[src/rtl/match_controller.sv]
// Pong game-flow sequencer: start -> serve -> rally -> point -> round/match end.
// Drives the ball control lines and keeps shadow point/round counters to decide round and match completion.
module match_controller #(
    parameter int POINTS_TO_WIN = 9,
    parameter int ROUNDS_TO_WIN = 2,
    parameter int SERVE_DELAY   = 60,
    parameter int POINT_HOLD    = 1_000_000
) (
    input  logic       CLOCK_50,
    input  logic       Resetn,
    input  logic       start,
    input  logic       tick,
    input  logic       goal_p1,
    input  logic       goal_p2,
    output logic       p1_point,
    output logic       p2_point,
    output logic       ball_reset,
    output logic       ball_run,
    output logic       serve_dir,
    output logic       round_over,
    output logic       match_over,
    output logic       winner,
    output logic [3:0] p1_pts,
    output logic [3:0] p2_pts,
    output logic [1:0] p1_rnd,
    output logic [1:0] p2_rnd,
    output logic [2:0] state
);

    localparam logic [2:0] S_IDLE       = 3'd0;
    localparam logic [2:0] S_SERVE_WAIT = 3'd1;
    localparam logic [2:0] S_RALLY      = 3'd2;
    localparam logic [2:0] S_POINT      = 3'd3;
    localparam logic [2:0] S_ROUND_END  = 3'd4;
    localparam logic [2:0] S_MATCH_OVER = 3'd5;

    localparam int SERVE_W = (SERVE_DELAY > 1) ? $clog2(SERVE_DELAY) : 1;
    localparam int HOLD_W  = $clog2(POINT_HOLD);

    logic [2:0]         state_q, state_d;
    logic [3:0]         p1_pts_q, p1_pts_d, p2_pts_q, p2_pts_d;
    logic [1:0]         p1_rnd_q, p1_rnd_d, p2_rnd_q, p2_rnd_d;
    logic               serve_dir_q, serve_dir_d;
    logic               winner_q, winner_d;
    logic               scorer_q, scorer_d;   // 0 = P1 scored last, 1 = P2
    logic               p1_point_q, p1_point_d, p2_point_q, p2_point_d;
    logic [SERVE_W-1:0] serve_cnt_q, serve_cnt_d;
    logic [HOLD_W-1:0]  hold_cnt_q, hold_cnt_d;
    logic               start_meta_q, start_sync_q, start_prev_q;
    logic               start_edge;
    logic [3:0]         scorer_pts;
    logic [1:0]         scorer_rnd_next;

    function automatic logic [3:0] sat_inc4(input logic [3:0] v);
        return (v == 4'hF) ? v : v + 4'd1;
    endfunction

    function automatic logic [1:0] sat_inc2(input logic [1:0] v);
        return (v == 2'h3) ? v : v + 2'd1;
    endfunction

    assign start_edge      = start_sync_q & ~start_prev_q;
    assign scorer_pts      = scorer_q ? p2_pts_q : p1_pts_q;
    assign scorer_rnd_next = scorer_q ? sat_inc2(p2_rnd_q) : sat_inc2(p1_rnd_q);

    always_comb begin
        // NOTE: every variable gets a default before the case so no path leaves one unassigned (no latches).
        state_d     = state_q;
        p1_pts_d    = p1_pts_q;
        p2_pts_d    = p2_pts_q;
        p1_rnd_d    = p1_rnd_q;
        p2_rnd_d    = p2_rnd_q;
        serve_dir_d = serve_dir_q;
        winner_d    = winner_q;
        scorer_d    = scorer_q;
        serve_cnt_d = '0;
        hold_cnt_d  = '0;
        case (state_q)
            S_IDLE, S_MATCH_OVER: begin
                if (start_edge) begin
                    state_d     = S_SERVE_WAIT;
                    p1_pts_d    = '0;
                    p2_pts_d    = '0;
                    p1_rnd_d    = '0;
                    p2_rnd_d    = '0;
                    serve_dir_d = 1'b0;
                end
            end
            S_SERVE_WAIT: begin
                serve_cnt_d = serve_cnt_q;
                if (tick) begin
                    if (serve_cnt_q == SERVE_W'(SERVE_DELAY - 1)) state_d = S_RALLY;
                    else serve_cnt_d = serve_cnt_q + 1'b1;
                end
            end
            S_RALLY: begin
                // P1 takes priority when both goals land in the same cycle.
                if (goal_p1) begin
                    p1_pts_d    = sat_inc4(p1_pts_q);
                    serve_dir_d = 1'b1;
                    scorer_d    = 1'b0;
                    state_d     = S_POINT;
                end else if (goal_p2) begin
                    p2_pts_d    = sat_inc4(p2_pts_q);
                    serve_dir_d = 1'b0;
                    scorer_d    = 1'b1;
                    state_d     = S_POINT;
                end
            end
            S_POINT: begin
                if (hold_cnt_q == HOLD_W'(POINT_HOLD - 1)) begin
                    state_d = (scorer_pts == 4'(POINTS_TO_WIN)) ? S_ROUND_END : S_SERVE_WAIT;
                end else begin
                    hold_cnt_d = hold_cnt_q + 1'b1;
                end
            end
            S_ROUND_END: begin
                p1_pts_d = '0;
                p2_pts_d = '0;
                if (scorer_q) p2_rnd_d = scorer_rnd_next;
                else          p1_rnd_d = scorer_rnd_next;
                if (scorer_rnd_next == 2'(ROUNDS_TO_WIN)) begin
                    state_d  = S_MATCH_OVER;
                    winner_d = scorer_q;
                end else begin
                    state_d = S_SERVE_WAIT;
                end
            end
            default: state_d = S_IDLE;
        endcase
        // Point pulses are registered so the slow-clock score block sees a glitch-free level.
        p1_point_d = (state_d == S_POINT) && !scorer_d;
        p2_point_d = (state_d == S_POINT) &&  scorer_d;
    end

    always_ff @(posedge CLOCK_50 or negedge Resetn) begin
        if (!Resetn) begin
            state_q      <= S_IDLE;
            p1_pts_q     <= '0;
            p2_pts_q     <= '0;
            p1_rnd_q     <= '0;
            p2_rnd_q     <= '0;
            serve_dir_q  <= 1'b0;
            winner_q     <= 1'b0;
            scorer_q     <= 1'b0;
            p1_point_q   <= 1'b0;
            p2_point_q   <= 1'b0;
            serve_cnt_q  <= '0;
            hold_cnt_q   <= '0;
            start_meta_q <= 1'b0;
            start_sync_q <= 1'b0;
            start_prev_q <= 1'b0;
        end else begin
            // NOTE: non-blocking assignments so every flop samples pre-edge values, like real registers.
            state_q      <= state_d;
            p1_pts_q     <= p1_pts_d;
            p2_pts_q     <= p2_pts_d;
            p1_rnd_q     <= p1_rnd_d;
            p2_rnd_q     <= p2_rnd_d;
            serve_dir_q  <= serve_dir_d;
            winner_q     <= winner_d;
            scorer_q     <= scorer_d;
            p1_point_q   <= p1_point_d;
            p2_point_q   <= p2_point_d;
            serve_cnt_q  <= serve_cnt_d;
            hold_cnt_q   <= hold_cnt_d;
            start_meta_q <= start;
            start_sync_q <= start_meta_q;
            start_prev_q <= start_sync_q;
        end
    end

    assign p1_point   = p1_point_q;
    assign p2_point   = p2_point_q;
    assign ball_reset = (state_q != S_RALLY);
    assign ball_run   = (state_q == S_RALLY);
    assign serve_dir  = serve_dir_q;
    assign round_over = (state_q == S_ROUND_END);
    assign match_over = (state_q == S_MATCH_OVER);
    assign winner     = winner_q;
    assign p1_pts     = p1_pts_q;
    assign p2_pts     = p2_pts_q;
    assign p1_rnd     = p1_rnd_q;
    assign p2_rnd     = p2_rnd_q;
    assign state      = state_q;

endmodule

[config.mk]
export PLATFORM = sky130hd
export DESIGN_NAME = match_controller
export DESIGN_NICKNAME = d
export VERILOG_FILES = /design/src/rtl/match_controller.sv
export SDC_FILE = /design/constraint.sdc
export NUM_CORES = 1
export LEC_CHECK = 0
export CORE_ASPECT_RATIO = 1.2
export CORE_MARGIN = 5
export CORE_UTILIZATION = 52
export CTS_CLUSTER_DIAMETER = 100
export DETAILED_ROUTE_END_ITERATION = 6
export GPL_TIMING_DRIVEN = 1
export PLACE_DENSITY = 0.77
export SLEW_MARGIN = 25
export SYNTH_ARGS = -nofsm -noshare
export SYNTH_HDL_FRONTEND = slang
export SYNTH_SLANG_ARGS = --single-unit
[constraint.sdc]
create_clock -name CLOCK_50 -period 2.7 [get_ports CLOCK_50]
set_clock_uncertainty 0.1 [all_clocks]
set_input_delay 0.54 -clock CLOCK_50 [delete_from_list [all_inputs] [get_ports CLOCK_50]]
set_output_delay 0.54 -clock CLOCK_50 [all_outputs]
set_load 0.005 [all_outputs]
==> flow_metrics.py <==
metrics = {
    "status": {
        "status": "finished, final reports clean",
    },
    "synthesis": {
        "synth_area_per_cell_um2": 10.1,
        "synth_edf_count": 0,
        "yosysWarnings": 0,
        "synth_top_area_cell": "dfrtp_1",
        "ys_ff_latch": 49,
        "synth_top_area_frac": 0.497,
        "synthSimpleGateAreaFrac": 0.242,
        "synth_compound_area_frac": 0.137,
        "seq_area_frac_synth": 0.497,
        "yosysMostFrequentCell": "dfrtp_1",
        "ys.flop_type": "dfrtp_1",
        "netlist_instances": 244,
        "synth_top_family_by_area": "simple AND/OR/NAND/NOR gates",
        "synth_cell_types": 54,
        "syn_area_mm2": 0.00246,
        "netlist_top_cells_count": "49 x dfrtp_1, 27 x nor2_1, 16 x a21oi_1",
        "synthMuxAreaShare": 0.0132,
        "ys_top_cells_by_area": "dfrtp_1 50%, nor2_1 4.1%, xnor2_1 3.6%",
        "synthAdderAreaFrac": 0.0203,
        "synth_nets": 254,
        "async_flop_share": 1.00,
        "synth_xor_area_frac": 0.0640,
    },
    "clock_network": {
        "hold_buffers": 0,
        "cts-buffers-inserted": 5,
        "clk_path_buf_depth": 2,
        "cts_max_level": 2,
        "cts_tree": "built",
        "root_buffer": "clkbuf_8",
        "cts_num_sinks": 49,
        "post-cts-setup-buffer-count": 0,
        "clk_latency_ns": 0.30,
        "path_clk_slew_ns": 0.09,
        "cts_resized": 0,
    },
    "drt": {
        "drc": 0,
        "vias": 1964,
        "drt_wl_total_mm": 5.03,
        "drtIter0Drc": 72,
        "wl_per_cell_um": 15.0,
        "drt_first_pass_iters": 4,
        "vias_per_cell": 5.86,
        "drt.antenna.violating_nets": 0,
    },
    "power_and_ir_drop": {
        "p_leak_nw": 1.18,
        "ir_worst_vdd_v": 0.000323,
        "fin_total_pwr_mw": 1.19,
        "power_density_mw_per_mm2": 411,
    },
    "finish": {
        "diodes": 0,
        "fin_nets": 286,
        "final_core_util": 0.632,
        "drive_gt1_frac": 0.0903,
        "design_area_mm2": 0.00290,
        "syn2layout_area_growth_pct": 17.8,
    },
    "timing": {
        "min_period_over_period": 0.940,
        "min_period_ns": 2.54,
        "rsz0062_at_grt": "false",
        "slew_headroom": 0.627,
        "worst_pin_slew_ns": 0.557,
        "max_freq_mhz": 394,
        "hold_viol_final": 0,
        "slew_viol_final": 0,
        "tns_ns": 0,
        "setup_viol": 0,
    },
    "min_path": {
        "min_path_type": "in -> async",
    },
    "setup_path": {
        "critPathCapture": "ball_run",
        "worstSetupEndpointType": "output port",
        "crit_required_ns": 2.06,
        "setup.worst_path.start": "state[1]$_DFF_PN0_",
        "rrSetupSlack_ns": 0.65,
        "crit_fanout": 17,
        "critPathLaunchType": "flip-flop",
        "path_class": "reg -> out",
        "rr_worst_depth": 5,
        "reg2reg_to": "hold_cnt_q[18]$_DFF_PN0_",
        "regToRegStartpoint": "hold_cnt_q[0]$_DFF_PN0_",
        "arrival_ns": 1.90,
    },
    "placed_design": {
        "place_area_mm2": 0.00281,
        "place_hpwl_mm": 3.76,
        "io_buffers": 28,
        "gp_congestion": 0.905,
    },
    "floorplan": {
        "die_height_um": 85.4,
        "io_pins": 29,
        "die-area_mm2": 0.00622,
        "initial_core_util": 0.536,
        "core_area_mm2": 0.00459,
        "die_w_um": 72.9,
        "rows": 27,
    },
    "job": {
        "maxCapViolations": 0,
    },
    "global_route": {
        "grt_usage": 0.175,
        "grt_pass1_vias": 1967,
        "grt_pass1_wl_mm": 8.72,
        "grt_max_degree": 24,
        "gr-total-overflow": 0,
        "antenna_found_initial": 0,
    },
}
metal layers:
metal	up-vias	global-route usage	wire length (µm)
met4	0	0.0738	123
met2	52	0.305	2550
li1	953	-	-
met1	945	0.202	2110
met5	-	0	0
met3	14	0.0379	246
stage by stage:
stage	setup slack (ns)	std cells	hold slack [ns]
after floorplan	0.814	244	0.144
after global placement	0.535	327	0.234
after detailed placement	0.483	327	0.237
after CTS	0.183	335	0.118
after global routing	0.0763	335	0.143
final	0.162	335	0.104
cell usage in the layout (no fill, tap or decap), types with 4 or more instances in the layout:
| cell | count |
|---|---|
| dfrtp_1 | 49 |
| nor2_1 | 27 |
| clkdlybuf4s50_1 | 27 |
| a21oi_1 | 16 |
| nand3_1 | 12 |
| nand2_1 | 12 |
| xnor2_1 | 10 |
| inv_1 | 9 |
| o31ai_1 | 8 |
| xor2_1 | 8 |
| or4_1 | 7 |
| nand4_1 | 6 |
| o21ai_0 | 6 |
| nor3_1 | 5 |
| clkbuf_8 | 5 |
| nand2b_1 | 4 |
| ha_1 | 4 |
| buf_4 | 4 |
power breakdown:
| group | internal, mW | total (mW) | leakage, nW | switching (mW) |
|---|---|---|---|---|
| clock network | 0.184 | 0.426 | 0.0445 | 0.242 |
| logic | 0.00986 | 0.0311 | 0.490 | 0.0213 |
| registers | 0.735 | 0.736 | 0.643 | 0.00110 |
sequential cells by signal (all words and copies together), names as in the netlist:
signal / count
hold_cnt_q: 20
serve_cnt_q: 6
p1_pts: 4
p2_pts: 4
state: 3
p1_rnd: 2
p2_rnd: 2
p1_point: 1
p2_point: 1
scorer_q: 1
serve_dir: 1
start_meta_q: 1
start_prev_q: 1
start_sync_q: 1
winner: 1
layout make-up:
type                       instances  area [µm²]
fill                             412        1690
sequential                        49        1230
multi-input combinational        178        1170
timing repair buffer              32         305
tap                               58        72.6
clock buffer                       5        68.8
inverter                          10        37.5
clock inverter                     3        21.3
worst min path at each step:
stage                                      start                 endpoint  slack (ns)  cells past startpoint
after global placement    start_meta_q$_DFF_PN0_   start_sync_q$_DFF_PN0_        0.23                      0
final                                     Resetn    p1_pts[1]$_DFFE_PN0P_        0.10                      1
after CTS                                 Resetn    p2_pts[2]$_DFFE_PN0P_        0.12                      1
after detailed placement  start_meta_q$_DFF_PN0_   start_sync_q$_DFF_PN0_        0.24                      0
after floorplan                           Resetn  hold_cnt_q[0]$_DFF_PN0_        0.14                      0
after global routing                      Resetn    p1_pts[1]$_DFFE_PN0P_        0.14                      1
kinds of logic (layout without fill, tap and decap cells):
family / Yosys count / count (layout)
DFF: 49 / 49
buffers and inverters: 17 / 50
adders and majority gates: 4 / 4
and+or+nand+nor: 103 / 103
xor gates and xnor gates: 18 / 18
muxes: 3 / 3
AOI/OAI and AO/OA: 50 / 50
worst max-delay path: stages, from the launching register on:
cell	delay, ns
dfrtp_1	0.65
nand3_1	0.22
clkinv_1	0.20
clkdlybuf4s50_1	0.53
(Power assumes the default switching activity.)
